===== src/rtl/m92_pkg.sv =====
// Shared types and constants for the m92 top-level wrapper.
// Holds the debug-IO sender state encoding and the latch-acknowledge limit.
package m92_pkg;

  // Debug-IO sender handshake states.
  typedef enum logic [1:0] {
    IDLE     = 2'd0,
    STROBE   = 2'd1,
    WAIT_SET = 2'd2,
    WAIT_CLR = 2'd3
  } dbg_tx_state_t;

  // Cycles spent in WAIT_SET waiting for the latch to report busy.
  localparam int unsigned DBG_IO_WAIT_SET_LIMIT = 4;

  // Saturation-free increment used by the wrapping sent counter.
  function automatic logic [15:0] wrap_inc16(input logic [15:0] v);
    return v + 16'd1;
  endfunction

endpackage


===== src/rtl/dbg_io_fifo.sv =====
// Generic synchronous FIFO with first-word-fall-through output.
// DEPTH must be a power of two (2..256). Flush empties it and beats a push.
module dbg_io_fifo #(
  parameter int unsigned DEPTH = 16,
  parameter int unsigned WIDTH = 8
) (
  input  logic                       clk_sys,
  input  logic                       reset_n,
  input  logic                       push,
  input  logic                       pop,
  input  logic                       flush,
  input  logic [WIDTH-1:0]           din,
  output logic [WIDTH-1:0]           dout,
  output logic [$clog2(DEPTH):0]     level,
  output logic                       full,
  output logic                       empty
);

  localparam int unsigned AW = $clog2(DEPTH);
  localparam int unsigned LW = AW + 1;
  localparam logic [AW-1:0] PTR_ONE = AW'(1'b1);
  localparam logic [LW-1:0] CNT_ONE = LW'(1'b1);
  localparam logic [LW-1:0] CNT_FULL = LW'(DEPTH);

  logic [WIDTH-1:0] mem_q [DEPTH];
  logic [AW-1:0]    wr_ptr_q, wr_ptr_d;
  logic [AW-1:0]    rd_ptr_q, rd_ptr_d;
  logic [LW-1:0]    count_q, count_d;
  logic             push_eff_s;
  logic             pop_eff_s;

  assign full       = (count_q == CNT_FULL);
  assign empty      = (count_q == {LW{1'b0}});
  assign push_eff_s = push & ~full & ~flush;
  assign pop_eff_s  = pop & ~empty & ~flush;
  assign dout       = mem_q[rd_ptr_q];
  assign level      = count_q;

  // Storage array: written on an accepted push, no reset needed for data.
  always_ff @(posedge clk_sys) begin
    if (push_eff_s) begin
      mem_q[wr_ptr_q] <= din;
    end
  end

  // Next pointer/occupancy: flush clears everything, otherwise track push/pop.
  always_comb begin
    wr_ptr_d = wr_ptr_q;
    rd_ptr_d = rd_ptr_q;
    count_d  = count_q;
    if (flush) begin
      wr_ptr_d = {AW{1'b0}};
      rd_ptr_d = {AW{1'b0}};
      count_d  = {LW{1'b0}};
    end else begin
      if (push_eff_s) begin
        wr_ptr_d = wr_ptr_q + PTR_ONE;
      end else begin
        wr_ptr_d = wr_ptr_q;
      end
      if (pop_eff_s) begin
        rd_ptr_d = rd_ptr_q + PTR_ONE;
      end else begin
        rd_ptr_d = rd_ptr_q;
      end
      case ({push_eff_s, pop_eff_s})
        2'b10:   count_d = count_q + CNT_ONE;
        2'b01:   count_d = count_q - CNT_ONE;
        default: count_d = count_q;
      endcase
    end
  end

  // Pointer/occupancy registers with synchronous active-low reset.
  always_ff @(posedge clk_sys) begin
    if (!reset_n) begin
      wr_ptr_q <= {AW{1'b0}};
      rd_ptr_q <= {AW{1'b0}};
      count_q  <= {LW{1'b0}};
    end else begin
      wr_ptr_q <= wr_ptr_d;
      rd_ptr_q <= rd_ptr_d;
      count_q  <= count_d;
    end
  end

endmodule


===== src/rtl/dbg_io_sender.sv =====
// Host-side transmitter for the main board debug IO latch.
// Bytes from the host are queued in a FIFO and written to the latch one at a
// time; each write waits for the CPU to drain the latch (dbg_io_wait) and for a
// short settle gap before the next strobe.
// Optional feature: define DBG_IO_SENDER_TIMEOUT_EN to add a WAIT_CLR timeout
// with a sticky timeout_flag output and a TIMEOUT parameter.
module dbg_io_sender
  import m92_pkg::*;
#(
  parameter int unsigned DEPTH  = 16,
  parameter int unsigned SETTLE = 2
`ifdef DBG_IO_SENDER_TIMEOUT_EN
  ,
  parameter logic [23:0] TIMEOUT = 24'd13_000_000
`endif
) (
  input  logic                   clk_sys,
  input  logic                   reset_n,
  input  logic [7:0]             in_data,
  input  logic                   in_valid,
  output logic                   in_ready,
  input  logic                   flush,
  output logic                   dbg_io_write,
  output logic [7:0]             dbg_io_data,
  input  logic                   dbg_io_wait,
  output logic [$clog2(DEPTH):0] level,
  output logic [15:0]            sent_count,
  output logic                   busy
`ifdef DBG_IO_SENDER_TIMEOUT_EN
  ,
  output logic                   timeout_flag
`endif
);

  localparam logic [7:0] SETTLE_V    = 8'(SETTLE);
  localparam logic [2:0] SET_LAST    = 3'(DBG_IO_WAIT_SET_LIMIT - 1);

  dbg_tx_state_t state_q, state_d;
  logic [7:0]    settle_q, settle_d;
  logic [2:0]    set_cnt_q, set_cnt_d;
  logic [15:0]   sent_q, sent_d;
  logic          write_q, write_d;
  logic [7:0]    data_q, data_d;
  logic          pop_s;
  logic [7:0]    fifo_dout_s;
  logic          fifo_full_s;
  logic          fifo_empty_s;
`ifdef DBG_IO_SENDER_TIMEOUT_EN
  logic [23:0]   to_cnt_q, to_cnt_d;
  logic          flag_q, flag_d;
`endif

  dbg_io_fifo #(
    .DEPTH (DEPTH),
    .WIDTH (8)
  ) u_fifo (
    .clk_sys (clk_sys),
    .reset_n (reset_n),
    .push    (in_valid),
    .pop     (pop_s),
    .flush   (flush),
    .din     (in_data),
    .dout    (fifo_dout_s),
    .level   (level),
    .full    (fifo_full_s),
    .empty   (fifo_empty_s)
  );

  assign in_ready     = ~fifo_full_s;
  assign dbg_io_write = write_q;
  assign dbg_io_data  = data_q;
  assign sent_count   = sent_q;
  assign busy         = (state_q != IDLE) || (level != {($clog2(DEPTH)+1){1'b0}});
`ifdef DBG_IO_SENDER_TIMEOUT_EN
  assign timeout_flag = flag_q;
`endif

  // Handshake sequencing: pick the next state, strobe and counters.
  always_comb begin
    state_d   = state_q;
    settle_d  = settle_q;
    set_cnt_d = set_cnt_q;
    sent_d    = sent_q;
    write_d   = 1'b0;
    data_d    = data_q;
    pop_s     = 1'b0;
`ifdef DBG_IO_SENDER_TIMEOUT_EN
    to_cnt_d  = to_cnt_q;
    flag_d    = flag_q;
`endif
    case (state_q)
      IDLE: begin
        if (settle_q != 8'd0) begin
          settle_d = settle_q - 8'd1;
        end else if (!fifo_empty_s && !dbg_io_wait) begin
          // Head byte leaves the FIFO as the strobe is registered.
          pop_s   = 1'b1;
          write_d = 1'b1;
          data_d  = fifo_dout_s;
          state_d = STROBE;
        end else begin
          state_d = IDLE;
        end
      end
      STROBE: begin
        set_cnt_d = 3'd0;
        state_d   = WAIT_SET;
      end
      WAIT_SET: begin
        if (dbg_io_wait) begin
`ifdef DBG_IO_SENDER_TIMEOUT_EN
          to_cnt_d = 24'd0;
`endif
          state_d = WAIT_CLR;
        end else if (set_cnt_q == SET_LAST) begin
          // Latch never reported busy: treat the byte as delivered.
          sent_d   = wrap_inc16(sent_q);
          settle_d = SETTLE_V;
          state_d  = IDLE;
        end else begin
          set_cnt_d = set_cnt_q + 3'd1;
        end
      end
      WAIT_CLR: begin
        if (!dbg_io_wait) begin
          sent_d   = wrap_inc16(sent_q);
          settle_d = SETTLE_V;
          state_d  = IDLE;
        end else begin
`ifdef DBG_IO_SENDER_TIMEOUT_EN
          if (to_cnt_q == (TIMEOUT - 24'd1)) begin
            flag_d  = 1'b1;
            state_d = IDLE;
          end else begin
            to_cnt_d = to_cnt_q + 24'd1;
          end
`else
          state_d = WAIT_CLR;
`endif
        end
      end
      default: begin
        state_d = IDLE;
      end
    endcase
`ifdef DBG_IO_SENDER_TIMEOUT_EN
    if (flush) begin
      flag_d = 1'b0;
    end else begin
      flag_d = flag_d;
    end
`endif
  end

  // State and registered-output flops with synchronous active-low reset.
  always_ff @(posedge clk_sys) begin
    if (!reset_n) begin
      state_q   <= IDLE;
      settle_q  <= 8'd0;
      set_cnt_q <= 3'd0;
      sent_q    <= 16'd0;
      write_q   <= 1'b0;
      data_q    <= 8'h00;
`ifdef DBG_IO_SENDER_TIMEOUT_EN
      to_cnt_q  <= 24'd0;
      flag_q    <= 1'b0;
`endif
    end else begin
      state_q   <= state_d;
      settle_q  <= settle_d;
      set_cnt_q <= set_cnt_d;
      sent_q    <= sent_d;
      write_q   <= write_d;
      data_q    <= data_d;
`ifdef DBG_IO_SENDER_TIMEOUT_EN
      to_cnt_q  <= to_cnt_d;
      flag_q    <= flag_d;
`endif
    end
  end

endmodule


===== config.mk =====
export PLATFORM = sky130hd
export DESIGN_NAME = dbg_io_sender
export DESIGN_NICKNAME = d
export VERILOG_FILES = /design/src/rtl/m92_pkg.sv /design/src/rtl/dbg_io_fifo.sv /design/src/rtl/dbg_io_sender.sv
export SDC_FILE = /design/constraint.sdc
export NUM_CORES = 1
export LEC_CHECK = 0
export BUFFER_PORTS_ARGS = -buffer_cell sky130_fd_sc_hd__buf_4
export CAP_MARGIN = 40
export CORE_MARGIN = 4
export CORE_UTILIZATION = 40
export DETAILED_ROUTE_END_ITERATION = 7
export GPL_TIMING_DRIVEN = 1
export MAX_ROUTING_LAYER = met4
export PLACE_DENSITY = 0.56
export SLEW_MARGIN = 20
export SYNTH_ARGS = -nofsm -noshare
export SYNTH_HDL_FRONTEND = slang
export SYNTH_SLANG_ARGS = --single-unit

===== constraint.sdc =====
create_clock -name clk_sys -period 4.6 [get_ports clk_sys]
set_clock_uncertainty 0.2 [all_clocks]
set_input_delay 0.92 -clock clk_sys [delete_from_list [all_inputs] [get_ports clk_sys]]
set_output_delay 0.92 -clock clk_sys [all_outputs]
set_load 0.01 [all_outputs]

* After elaboration in Yosys (flattened, before gate mapping)
Memories as Yosys holds them, arrays and structs flattened. A register that Yosys moved wholly into a read port is not among the register bits. Index checks and enable logic that the tools add are counted.
Word-level totals: register bits 43, RAM bits 128, input port bits 13, output and inout port bits 32, memories 1
Memory list:
- u_fifo.mem_q | depth 16, width 8, read ports 1, clocked after memory_dff 1, wr ports 1, line dbg_io_fifo.sv:25 | logic [WIDTH-1:0] mem_q [DEPTH];
Cells by class: add/subtract/negate cells 7, equality and inequality tests 14, mux-type cells 24, bitwise operators 9, reduce and logical (&&, ||, !) cells 20
Operator list (number):
- two-way mux 16 bit | 3
- two-way mux 8 bit | 4
- case mux 16 bit (2 select lines) | 1
- case mux 8 bit (3 select lines) | 1
- adder 16 x 1 -> 16 bit (second input constant) | 1
- inequality test 2 bit (second input constant) | 6
- case mux 5 bit (2 select lines) | 1
- adder 4 x 1 -> 4 bit (second input constant) | 2
- two-way mux 2 bit | 4
- case mux 2 bit (4 select lines) | 1
- nonzero test 2 bit | 4
- nonzero test 8 bit | 1
- subtractor 8 x 1 -> 8 bit (second input constant) | 1
- equality test 2 bit (second input constant) | 3
- two-way mux 1 bit | 6
- two-way mux 3 bit | 2
- case mux 3 bit (2 select lines) | 1
- AND reduction 3 bit | 2
- adder 5 x 1 -> 5 bit (second input constant) | 1
- equality test 5 bit (second input constant) | 1
- logical NOT 5 bit | 1
- NOT 1 bit | 5
- AND reduction 5 bit | 1
- nonzero test 5 bit | 1
- 14 further kinds | 20

* Logic depth before layout (Yosys ltp)
Gate-level depths: netlist of the first run.
word-level depth 10, gate-level depth with buffers 12, mapped depth without buffers 11

* Hierarchy
From an unflattened synthesis of the first run, not the netlist that was laid out.
Second synthesis, totals: cells, all modules 525, area, all modules 7931.4 µm²
Modules (own cells, without submodules):
- dbg_io_fifo | times used 1, cells each 313, area an instance 6014.5 µm², seq. area each 4184.0 µm²
- dbg_io_sender | times used 1, cells each 212, area an instance 1916.8 µm², seq. area each 760.7 µm²

* Least setup slack after synthesis of the first run
OpenSTA, ideal clock, no wires.
path type input -> register, from input port in_valid, to register u_fifo.count_q[4], in the netlist u_fifo.level[4], setup time 70 ps, data arrival time 2842 ps, required time 4330 ps, slack 1488 ps, stages on the path 10, path buffers 0, cell sequence inv_1 a211oi_2 inv_1 ha_1 fa_1 a21o_1 a21oi_1 xor2_1 or3_1 a21oi_1
Between the ends: longest elaborated chain between the ends 4
RTL lines:
- from (decl) | line dbg_io_sender.sv:20 | input logic in_valid,
- AND 1 bit * (2 in series) | line dbg_io_fifo.sv:34 | assign push_eff_s = push & ~full & ~flush;
- equality test 2 x 1 -> 1 bit / equality test 2 bit (equally long branches) | line dbg_io_fifo.sv:66 | case ({push_eff_s, pop_eff_s})
- case mux 5 bit (2 select lines) / nonzero test 2 bit (equally long branches)
- to (signal assigned) | line dbg_io_fifo.sv:79 | count_q <= {LW{1'b0}};
- to (signal assigned) | line dbg_io_fifo.sv:83 | count_q <= count_d;
- to (decl) | line dbg_io_fifo.sv:28 | logic [LW-1:0] count_q, count_d;
Every way passes the cells marked *; elsewhere a longest branch is shown, timed or not. A chain may end at the register's enable or synchronous reset.

* Final worst setup path of the first run
from register settle_q[2], to register u_fifo.count_q[4], in the netlist u_fifo.level[4]
Between the ends: longest elaborated chain between the ends 7
RTL lines:
- from (decl) | line dbg_io_sender.sv:39 | logic [7:0] settle_q, settle_d;
- from (signal assigned) | line dbg_io_sender.sv:170 | settle_q <= settle_d;
- nonzero test 8 bit * | line dbg_io_sender.sv:93 | if (settle_q != 8'd0) begin
- two-way mux 1 bit * | line dbg_io_sender.sv:93
- two-way mux 1 bit *
- AND 1 bit * (2 in series) | line dbg_io_fifo.sv:35 | assign pop_eff_s = pop & ~empty & ~flush;
- via u_fifo.pop_eff_s | line dbg_io_fifo.sv:30 | logic pop_eff_s;
- equality test 2 x 1 -> 1 bit / equality test 2 bit (equally long branches) | line dbg_io_fifo.sv:66
- case mux 5 bit (2 select lines) / nonzero test 2 bit (equally long branches)
The timed path passes the listed nets; every way through them passes the cells marked *.

==> impl_metrics.tcl, run 1 <==
set metrics [dict create \
    status "complete, no violations" \
    nets 596 \
    critPathRequiredTime_ps 4740 \
    dpl.hpwl_um 10200 \
    fin_area_um2 8770 \
    htreeDepth 4 \
    placed_cells 766 \
    syn_avg_cell_area_um2 15.1 \
    yosys.cell_types.count 50 \
    rows 49 \
    fin_ws_ps 1300 \
    synth_top_area_share_pct 51.1 \
    route.detailed.drc 0 \
    ctsResizeCount 0 \
    p_per_area_nw_per_um2 406 \
    viasPerCell 5.24 \
    clkPwrFrac_pct 38.5 \
    synth-seq-area-share_pct 64.7 \
    leakage_nw 3.10 \
    synth_nets 532 \
    timing.fmax_mhz 303 \
    period_needed_ps 3300 \
    syn_inst 499 \
    antenna_left 0 \
    clk_path_buf_depth 2 \
    switching_power_uw 916 \
    drive_gt1_share_pct 25.0 \
    antenna_cells 0 \
    fin_setup_tns_ps 0 \
    slew_headroom_pct 40.9 \
    syn-cell-area_um2 7520 \
    drt-pass1-iter-count 5 \
    start_util_pct 41.3 \
    sequentialPowerShare_pct 50.4 \
    crit_arrival_ps 3440 \
    ctsHoldBuffers 0 \
    async_reset_ff_share_pct 0 \
    setup_viol 0 \
    criticalPathCategory "register to register" \
    layout_worst_path_cycle_share_pct 71.7 \
    total_power_mw 3.56 \
    clock-sinks 179 \
    synthFlopType "edfxtp_1" \
    yosys_warnings 0 \
    pwr-share-comb_pct 11.1 \
    finalHoldViolCount 0 \
    p_int_mw 2.64 \
    path_clk_slew_ps 70 \
    endpoint_kind "register" \
    dp_slack_ps 1160 \
    wl_per_cell_um 18.8 \
    slew_violations 0 \
    swShare_pct 25.7 \
    tritoncts "built" \
    grt_pass1_wl_um 24300 \
    worst-path-max-fanout 11 \
    io_buffers 44 \
    num-fill-cells 1555 \
    drt_wl_total_um 15100 \
    max_stage_delay_ps 380 \
    final_cell_count_no_fill 805 \
    numCtsBuffers 17 \
    synth_seq_cells 179 \
    worstMarginPinSlew_ps 884 \
    clock_latency_ps 430 \
    die_h_um 145 \
    vdd.ir_drop.worst_mv 0.335 \
    grt_pass1_vias 4282 \
    rsz0062_at_grt "no" \
    postCtsSetupRepairBufs 0 \
    io_pins 45 \
    grt_overflow_total 0 \
    gp_congestion 0.745 \
    drt-initial-drc-count 276 \
    yosys.area.top_type "edfxtp_1" \
    syn2layout_area_growth_pct 16.7 \
    cts_root_buffer "clkbuf_16" \
    ys_top_cells_by_area "edfxtp_1 (51%), dfxtp_1 (14%), mux4_2 (9.6%)" \
    post-route-util_pct 48.2 \
    critPathSlowestCell "nand4_2" \
    core_region_area_um2 18200 \
    whs_ps 296 \
    track_usage_pct 15.4 \
    vias 4219 \
    critical_path.startpoint_type "register" \
    hp-class "register to register" \
    synth-edff-count 128 \
    grt_antenna_before_repair 0 \
    grt_max_degree 34 \
    placed_area_um2 8160 \
    path_cells "nor4_4, nand4_2, nor4_1, ha_1, ha_1, a21o_1, a21oi_1, xor2_1, or3_1, a21oi_1" \
    max_cap_violations 0 \
    dieArea_um2 21000 \
    die_x_um 145 \
]
flip-flops by register name, summed over array words and instances (netlist names):
name,count
u_fifo.mem_q,128
sent_count,16
dbg_io_data,8
settle_q,8
u_fifo.level,5
u_fifo.rd_ptr_q,4
u_fifo.wr_ptr_q,4
set_cnt_q,3
state_q,2
dbg_io_write,1
metal layers:
| metal | vias up | track usage, % | part of all wire [%] |
|---|---|---|---|
| met5 | - | - | 0 |
| met4 | 0 | 4.89 | 1.6 |
| met3 | 17 | 3.77 | 4.0 |
| met2 | 77 | 24.1 | 49 |
| met1 | 2116 | 19.8 | 45 |
| li1 | 2009 | - | - |
power by group through the flow:
| stage | sequential, mW | clock, mW | combinational, mW |
|---|---|---|---|
| 5_1_grt | 1.80 | 1.49 | 0.442 |
| 3_5_place_dp | 1.83 | 0 | 0.391 |
| 2_1_floorplan | 1.83 | 0 | 0.308 |
| 4_1_cts | 1.80 | 1.41 | 0.392 |
| 6_report | 1.80 | 1.37 | 0.394 |
| 3_3_place_gp | 1.83 | 0 | 0.384 |
synth_stat cells (3+ instances only):
cell type / count
edfxtp_1: 128
dfxtp_1: 51
nor2_1: 47
mux4_2: 32
nand2_1: 28
and2_1: 20
ha_1: 19
xnor2_1: 19
a22o_1: 16
xor2_1: 13
clkbuf_1: 12
inv_1: 12
nand3_1: 10
a21oi_1: 8
o22ai_1: 8
nand2b_1: 6
nor3_1: 6
o21ai_0: 5
mux2i_1: 4
nand4_1: 4
nor3b_1: 4
and3_1: 3
buf_2: 3
buf_6: 3
nor4_4: 3
o2111ai_1: 3
o211ai_1: 3
layout by cell type (no fill, tap or decap), types with 3 or more instances in the layout:
cell type    n
dfxtp_1     50
nand3_1     10
xor2_1      13
clkinv_4     3
a22o_1      16
edfxtp_1   128
a21oi_1      8
xnor2_1     19
and3_1       3
inv_8        6
nand2_1     28
inv_1       12
o21ai_0      5
o22ai_1      8
and2_1      20
nand4_1      4
nor3b_1      4
clkbuf_16   17
buf_4       64
mux2i_1      4
o211ai_1     3
nor4_4       3
nor3_1       6
nand2b_1     6
ha_1        19
mux4_2      32
o2111ai_1    3
nor2_1      47
worst max-delay path, delay by kind of cell, from the launching register on:
family / cells / cell delay [ps]
and+or+nand+nor: 4 / 1430
xor gates and xnor gates: 1 / 100
adders and majority gates: 2 / 640
AOI/OAI and AO/OA: 3 / 480
DFF: 1 / 360
final cells by class:
type / count / area (um^2) / area share (%)
multi-input combinational: 286 / 2480 / 28.3
clock inverter: 14 / 135 / 1.54
inverter: 12 / 45.0 / 0.514
clock buffer: 18 / 429 / 4.89
tap: 229 / 287 / 3.27
sequential: 179 / 4870 / 55.5
timing repair buffer: 67 / 528 / 6.02
cell families after synthesis:
group / synth area share (%)
compound gates: 5.24
fa+ha+maj: 3.43
xor+xnor: 3.73
flops: 64.7
simple gates: 10.5
mux: 10.1
buf+inv: 2.28
path summary, 6_finish.rpt:
kind	startpoint	endpoint	slack [ps]	cells past startpoint
setup / recovery	settle_q[2]	u_fifo.level[4]	1300	10
setup reg to reg	settle_q[2]	u_fifo.level[4]	1300	10
hold reg to reg	dbg_io_data[5]	dbg_io_data[5]	300	2
hold / removal	dbg_io_data[5]	dbg_io_data[5]	300	2
No activity file was read; power rests on OpenSTA's default activity.
==> run 2: changes to the inputs <==
- PLACE_DENSITY: 0.56 -> 0.58
- clock period: 4.6 -> 2.9 ns (I/O delays scaled with it)
==> run 2 against run 1 <==
Compared with the run above: total power up 61%; die area did not move; maximum frequency grew 21%; largest cell class unchanged.
==> impl_metrics.tcl, run 2 (same netlist as run 1, synthesis figures left out) <==
set metrics [dict create \
    fin_ws_ps 173 \
    largest_reg_flops 128 \
    whs_ps 256 \
    timing.fmax_mhz 367 \
    placed_cells 780 \
    clk_path_buf_depth 2 \
    grt_antenna_before_repair 0 \
    status "complete, no violations" \
    max_cap_violations 0 \
    mostFrequentLayoutCell "edfxtp_1" \
    io_pins 45 \
    vdd.ir_drop.worst_mv 0.494 \
    regMostFlops "u_fifo.mem_q" \
    tritoncts "built" \
    syn2layout_area_growth_pct 17.8 \
    final_cell_mix "edfxtp_1 (128), buf_4 (75), dfxtp_1 (49), nor2_1 (47), mux4_2 (32)" \
    num-fill-cells 1549 \
    critical_path.startpoint_type "register" \
    drt-pass1-iter-count 5 \
    numCtsBuffers 17 \
    cts_root_buffer "clkbuf_16" \
    worstMarginPinSlew_ps 668 \
    path_clk_slew_ps 70 \
    track_usage_pct 14.6 \
    dpl.hpwl_um 9840 \
    htreeDepth 4 \
    drive_gt1_share_pct 27.6 \
    dp_slack_ps 10.6 \
    route.detailed.drc 0 \
    worst-path-max-fanout 4 \
    vias 4160 \
    grt_max_degree 36 \
    clock-sinks 179 \
    worstRegToRegCells 10 \
    rows 49 \
    slew_violations 0 \
    total_power_mw 5.72 \
    io_buffers 44 \
    drt-initial-drc-count 253 \
    slew_headroom_pct 55.4 \
    die_x_um 145 \
    leakage_nw 3.12 \
    crit_arrival_ps 2880 \
    hp-class "input pin to register" \
    clock_latency_ps 430 \
    drt_wl_total_um 14300 \
    rsz0062_at_grt "no" \
    viasPerCell 5.12 \
    p_per_area_nw_per_um2 646 \
    antenna_left 0 \
    die_h_um 145 \
    period_needed_ps 2730 \
    grt_pass1_vias 4335 \
    post-route-util_pct 48.6 \
    core_region_area_um2 18200 \
    gp_congestion 0.802 \
    dieArea_um2 21000 \
    criticalPathCategory "register to register" \
    placed_area_um2 8250 \
    fin_setup_tns_ps 0 \
    layout_worst_path_cycle_share_pct 94.0 \
    grt_pass1_wl_um 23500 \
    grt_overflow_total 0 \
    endpoint_kind "register" \
    antenna_cells 0 \
    wl_per_cell_um 17.6 \
    hold_depth 1 \
    fin_area_um2 8850 \
    nets 605 \
    start_util_pct 41.3 \
    critPathRequiredTime_ps 3050 \
    finalHoldViolCount 0 \
    setup_viol 0 \
    final_cell_count_no_fill 813 \
]
-- run 2: where the power goes --
part           switching (mW)  internal, mW  leakage [nW]
combinational           0.395         0.305          1.29
sequential             0.0484          2.79          1.57
clock                   0.980          1.19         0.265
-- run 2: final timing paths --
check / start / endpoint / slack (ps)
worst max-delay path: u_fifo.level[3] / u_fifo.level[4] / 170
worst min-delay path: in_data[0] / u_fifo.mem_q[1][0] / 260
worst max register to register: u_fifo.level[3] / u_fifo.level[4] / 170
worst min register to register: dbg_io_data[0] / dbg_io_data[0] / 280
-- run 2: worst max-delay path: stages, from the launching register on --
cell	delay, ps
dfxtp_2	350
nor4_4	380
and2b_2	220
nor4_2	50
ha_2	200
fa_2	370
a21o_1	200
a21oi_2	140
xor2_1	80
or3_1	310
a21oi_1	150
-- run 2: routing by layer --
| layer | vias to the layer above | share of wire [%] | track usage [%] |
|---|---|---|---|
| met3 | 20 | 3.4 | 3.02 |
| met4 | 0 | 1.7 | 5.51 |
| met5 | - | 0 | - |
| met1 | 2057 | 47 | 19.1 |
| met2 | 70 | 48 | 22.7 |
| li1 | 2013 | - | - |
-- run 2: timing repair --
item / in CTS / in global routing
resized for setup: 0 / 7
endpoints found under the setup margin: 0 / 1
buffers inserted: 0 / 2
hold buffers: 0 / 0
hold endpoints to repair: 0 / 0
-- run 2: area by class of cell --
class / count / area [um^2] / share of cell area [%]
flip-flops and latches: 179 / 4870 / 55.0
multi-input cells: 286 / 2510 / 28.4
repair buffers: 76 / 583 / 6.59
clock buffers: 18 / 429 / 4.85
well taps: 229 / 287 / 3.24
clock inverters: 13 / 130 / 1.47
inverters: 12 / 45.0 / 0.509
==> run 3: changes to the inputs <==
- REMOVE_ABC_BUFFERS: default -> 1
==> run 3 against run 2 <==
Compared with the run above: critical path depth stayed put; via count is 0.43% higher; die area stayed put; critical path type unchanged; critical endpoint unchanged; largest cell class unchanged; register-to-register slack got worse by 30 ps.
==> impl_metrics.tcl, run 3 (same netlist as run 1, synthesis figures left out) <==
set metrics [dict create \
    grt_antenna_before_repair 1 \
    layout_worst_path_cycle_share_pct 95.0 \
    antenna_left 0 \
    track_usage_pct 15.0 \
    total_power_mw 5.78 \
    gp_congestion 0.766 \
    hp-class "input pin to register" \
    worstMarginPinSlew_ps 787 \
    pwr-share-comb_pct 12.3 \
    p_per_area_nw_per_um2 652 \
    endpoint_kind "register" \
    post-route-util_pct 48.7 \
    regMostFlops "u_fifo.mem_q" \
    core_region_area_um2 18200 \
    nets 607 \
    max_cap_violations 0 \
    ctsHoldBuffers 0 \
    grt_pass1_vias 4335 \
    drive_gt1_share_pct 27.6 \
    io_pins 45 \
    route.detailed.drc 0 \
    clock-sinks 179 \
    grt_use_met2_pct 24.2 \
    grt_pass1_wl_um 23900 \
    vias 4178 \
    rows 49 \
    fin_area_um2 8870 \
    numCtsBuffers 17 \
    critPathRequiredTime_ps 3050 \
    clk_path_buf_depth 2 \
    drt_wl_total_um 14800 \
    syn2layout_area_growth_pct 18.0 \
    vdd.ir_drop.worst_mv 0.441 \
    swShare_pct 26.3 \
    placed_area_um2 8250 \
    timing.fmax_mhz 363 \
    period_needed_ps 2760 \
    r2r_start "settle_q[5]" \
    io_buffers 44 \
    clock_latency_ps 430 \
    start_util_pct 41.3 \
    status "complete, no violations" \
    grt_max_degree 35 \
    critPathLaunch "settle_q[5]" \
    slew_headroom_pct 47.4 \
    die_x_um 145 \
    switching_power_mw 1.52 \
    r2r-end "u_fifo.level[4]" \
    wl_per_cell_um 18.2 \
    htreeDepth 4 \
    slew_violations 0 \
    clkPwrFrac_pct 38.6 \
    ff2ff_setup_slack_ps 140 \
    grt.busiest_layer "met2" \
    criticalPathCategory "register to register" \
    drt-pass1-iter-count 4 \
    whs_ps 251 \
    critical_path.startpoint_type "register" \
    finalHoldViolCount 0 \
    cts_root_buffer "clkbuf_16" \
    setup_viol 0 \
    drt-initial-drc-count 278 \
    path_clk_slew_ps 70 \
    final_cell_mix "edfxtp_1 (128), buf_4 (78), dfxtp_1 (49), nor2_1 (47), mux4_2 (32)" \
    worstRegToRegCells 10 \
    p_int_mw 4.26 \
    grt.met1_usage_pct 18.9 \
    grt_overflow_total 0 \
    mostFrequentLayoutCell "edfxtp_1" \
    crit_arrival_ps 2910 \
    die_h_um 145 \
    worst-path-max-fanout 5 \
    dieArea_um2 21000 \
    leakage_nw 3.15 \
    sequentialPowerShare_pct 49.1 \
    met3_usage_pct 4.08 \
    viasPerCell 5.11 \
    tritoncts "built" \
    fin_setup_tns_ps 0 \
    largest_reg_flops 128 \
    endpoint "u_fifo.level[4]" \
    dpl.hpwl_um 9580 \
]
run 3: worst max-delay path, cell delays in order (launching register included):
cell,delay [ps]
dfxtp_2,350
nor4_4,300
nand4_2,150
nor4_2,290
ha_2,320
ha_4,240
a21o_1,150
a21oi_1,160
xor2_1,90
or3_1,310
a21oi_1,130
run 3: worst min path at each step:
stage | startpoint | endpoint | slack [ps] | cells past startpoint
after detailed placement | dbg_io_data[7] | dbg_io_data[7] | 270 | 2
after global routing | in_data[5] | u_fifo.mem_q[4][5] | 230 | 1
after global placement | dbg_io_data[0] | dbg_io_data[0] | 270 | 2
final | in_data[5] | u_fifo.mem_q[10][5] | 250 | 1
after floorplan | settle_q[7] | settle_q[7] | 280 | 2
after CTS | in_data[5] | u_fifo.mem_q[5][5] | 230 | 1
run 3: cell type report:
| type | instances | area, um^2 |
|---|---|---|
| Antenna cell | 1 | 2.50 |
| Multi-Input combinational cell | 286 | 2500 |
| Inverter | 12 | 45.0 |
| Sequential cell | 179 | 4870 |
| Clock buffer | 17 | 425 |
| Tap cell | 229 | 287 |
| Clock inverter | 15 | 155 |
| Fill cell | 1541 | 9340 |
| Timing Repair Buffer | 78 | 586 |
run 3: power groups by stage:
| stage | Clock [mW] | Sequential, mW | Combinational [mW] |
|---|---|---|---|
| after floorplan | 0 | 2.90 | 0.458 |
| after global placement | 0 | 2.89 | 0.679 |
| after detailed placement | 0 | 2.90 | 0.698 |
| after CTS | 2.29 | 2.84 | 0.703 |
| after global routing | 2.41 | 2.84 | 0.796 |
| final | 2.23 | 2.84 | 0.712 |
run 3: through the flow:
stage / instances / setup slack [ps]
2_1_floorplan: 477 / -42.7
3_3_place_gp: 782 / 69.3
3_5_place_dp: 782 / 14.1
4_1_cts: 814 / 36.9
5_1_grt: 817 / -7.34
6_report: 817 / 145
run 3: repair_timing:
item,CTS,global route
resized for setup,1,4
endpoints found under the setup margin,1,1
buffers inserted,0,2
pin swaps,0,5
run 3: routing by layer:
layer	vias up	wire length (um)
met4	0	129
met3	10	525
met2	65	7350
met1	2066	6830
met5	-	0
li1	2037	-
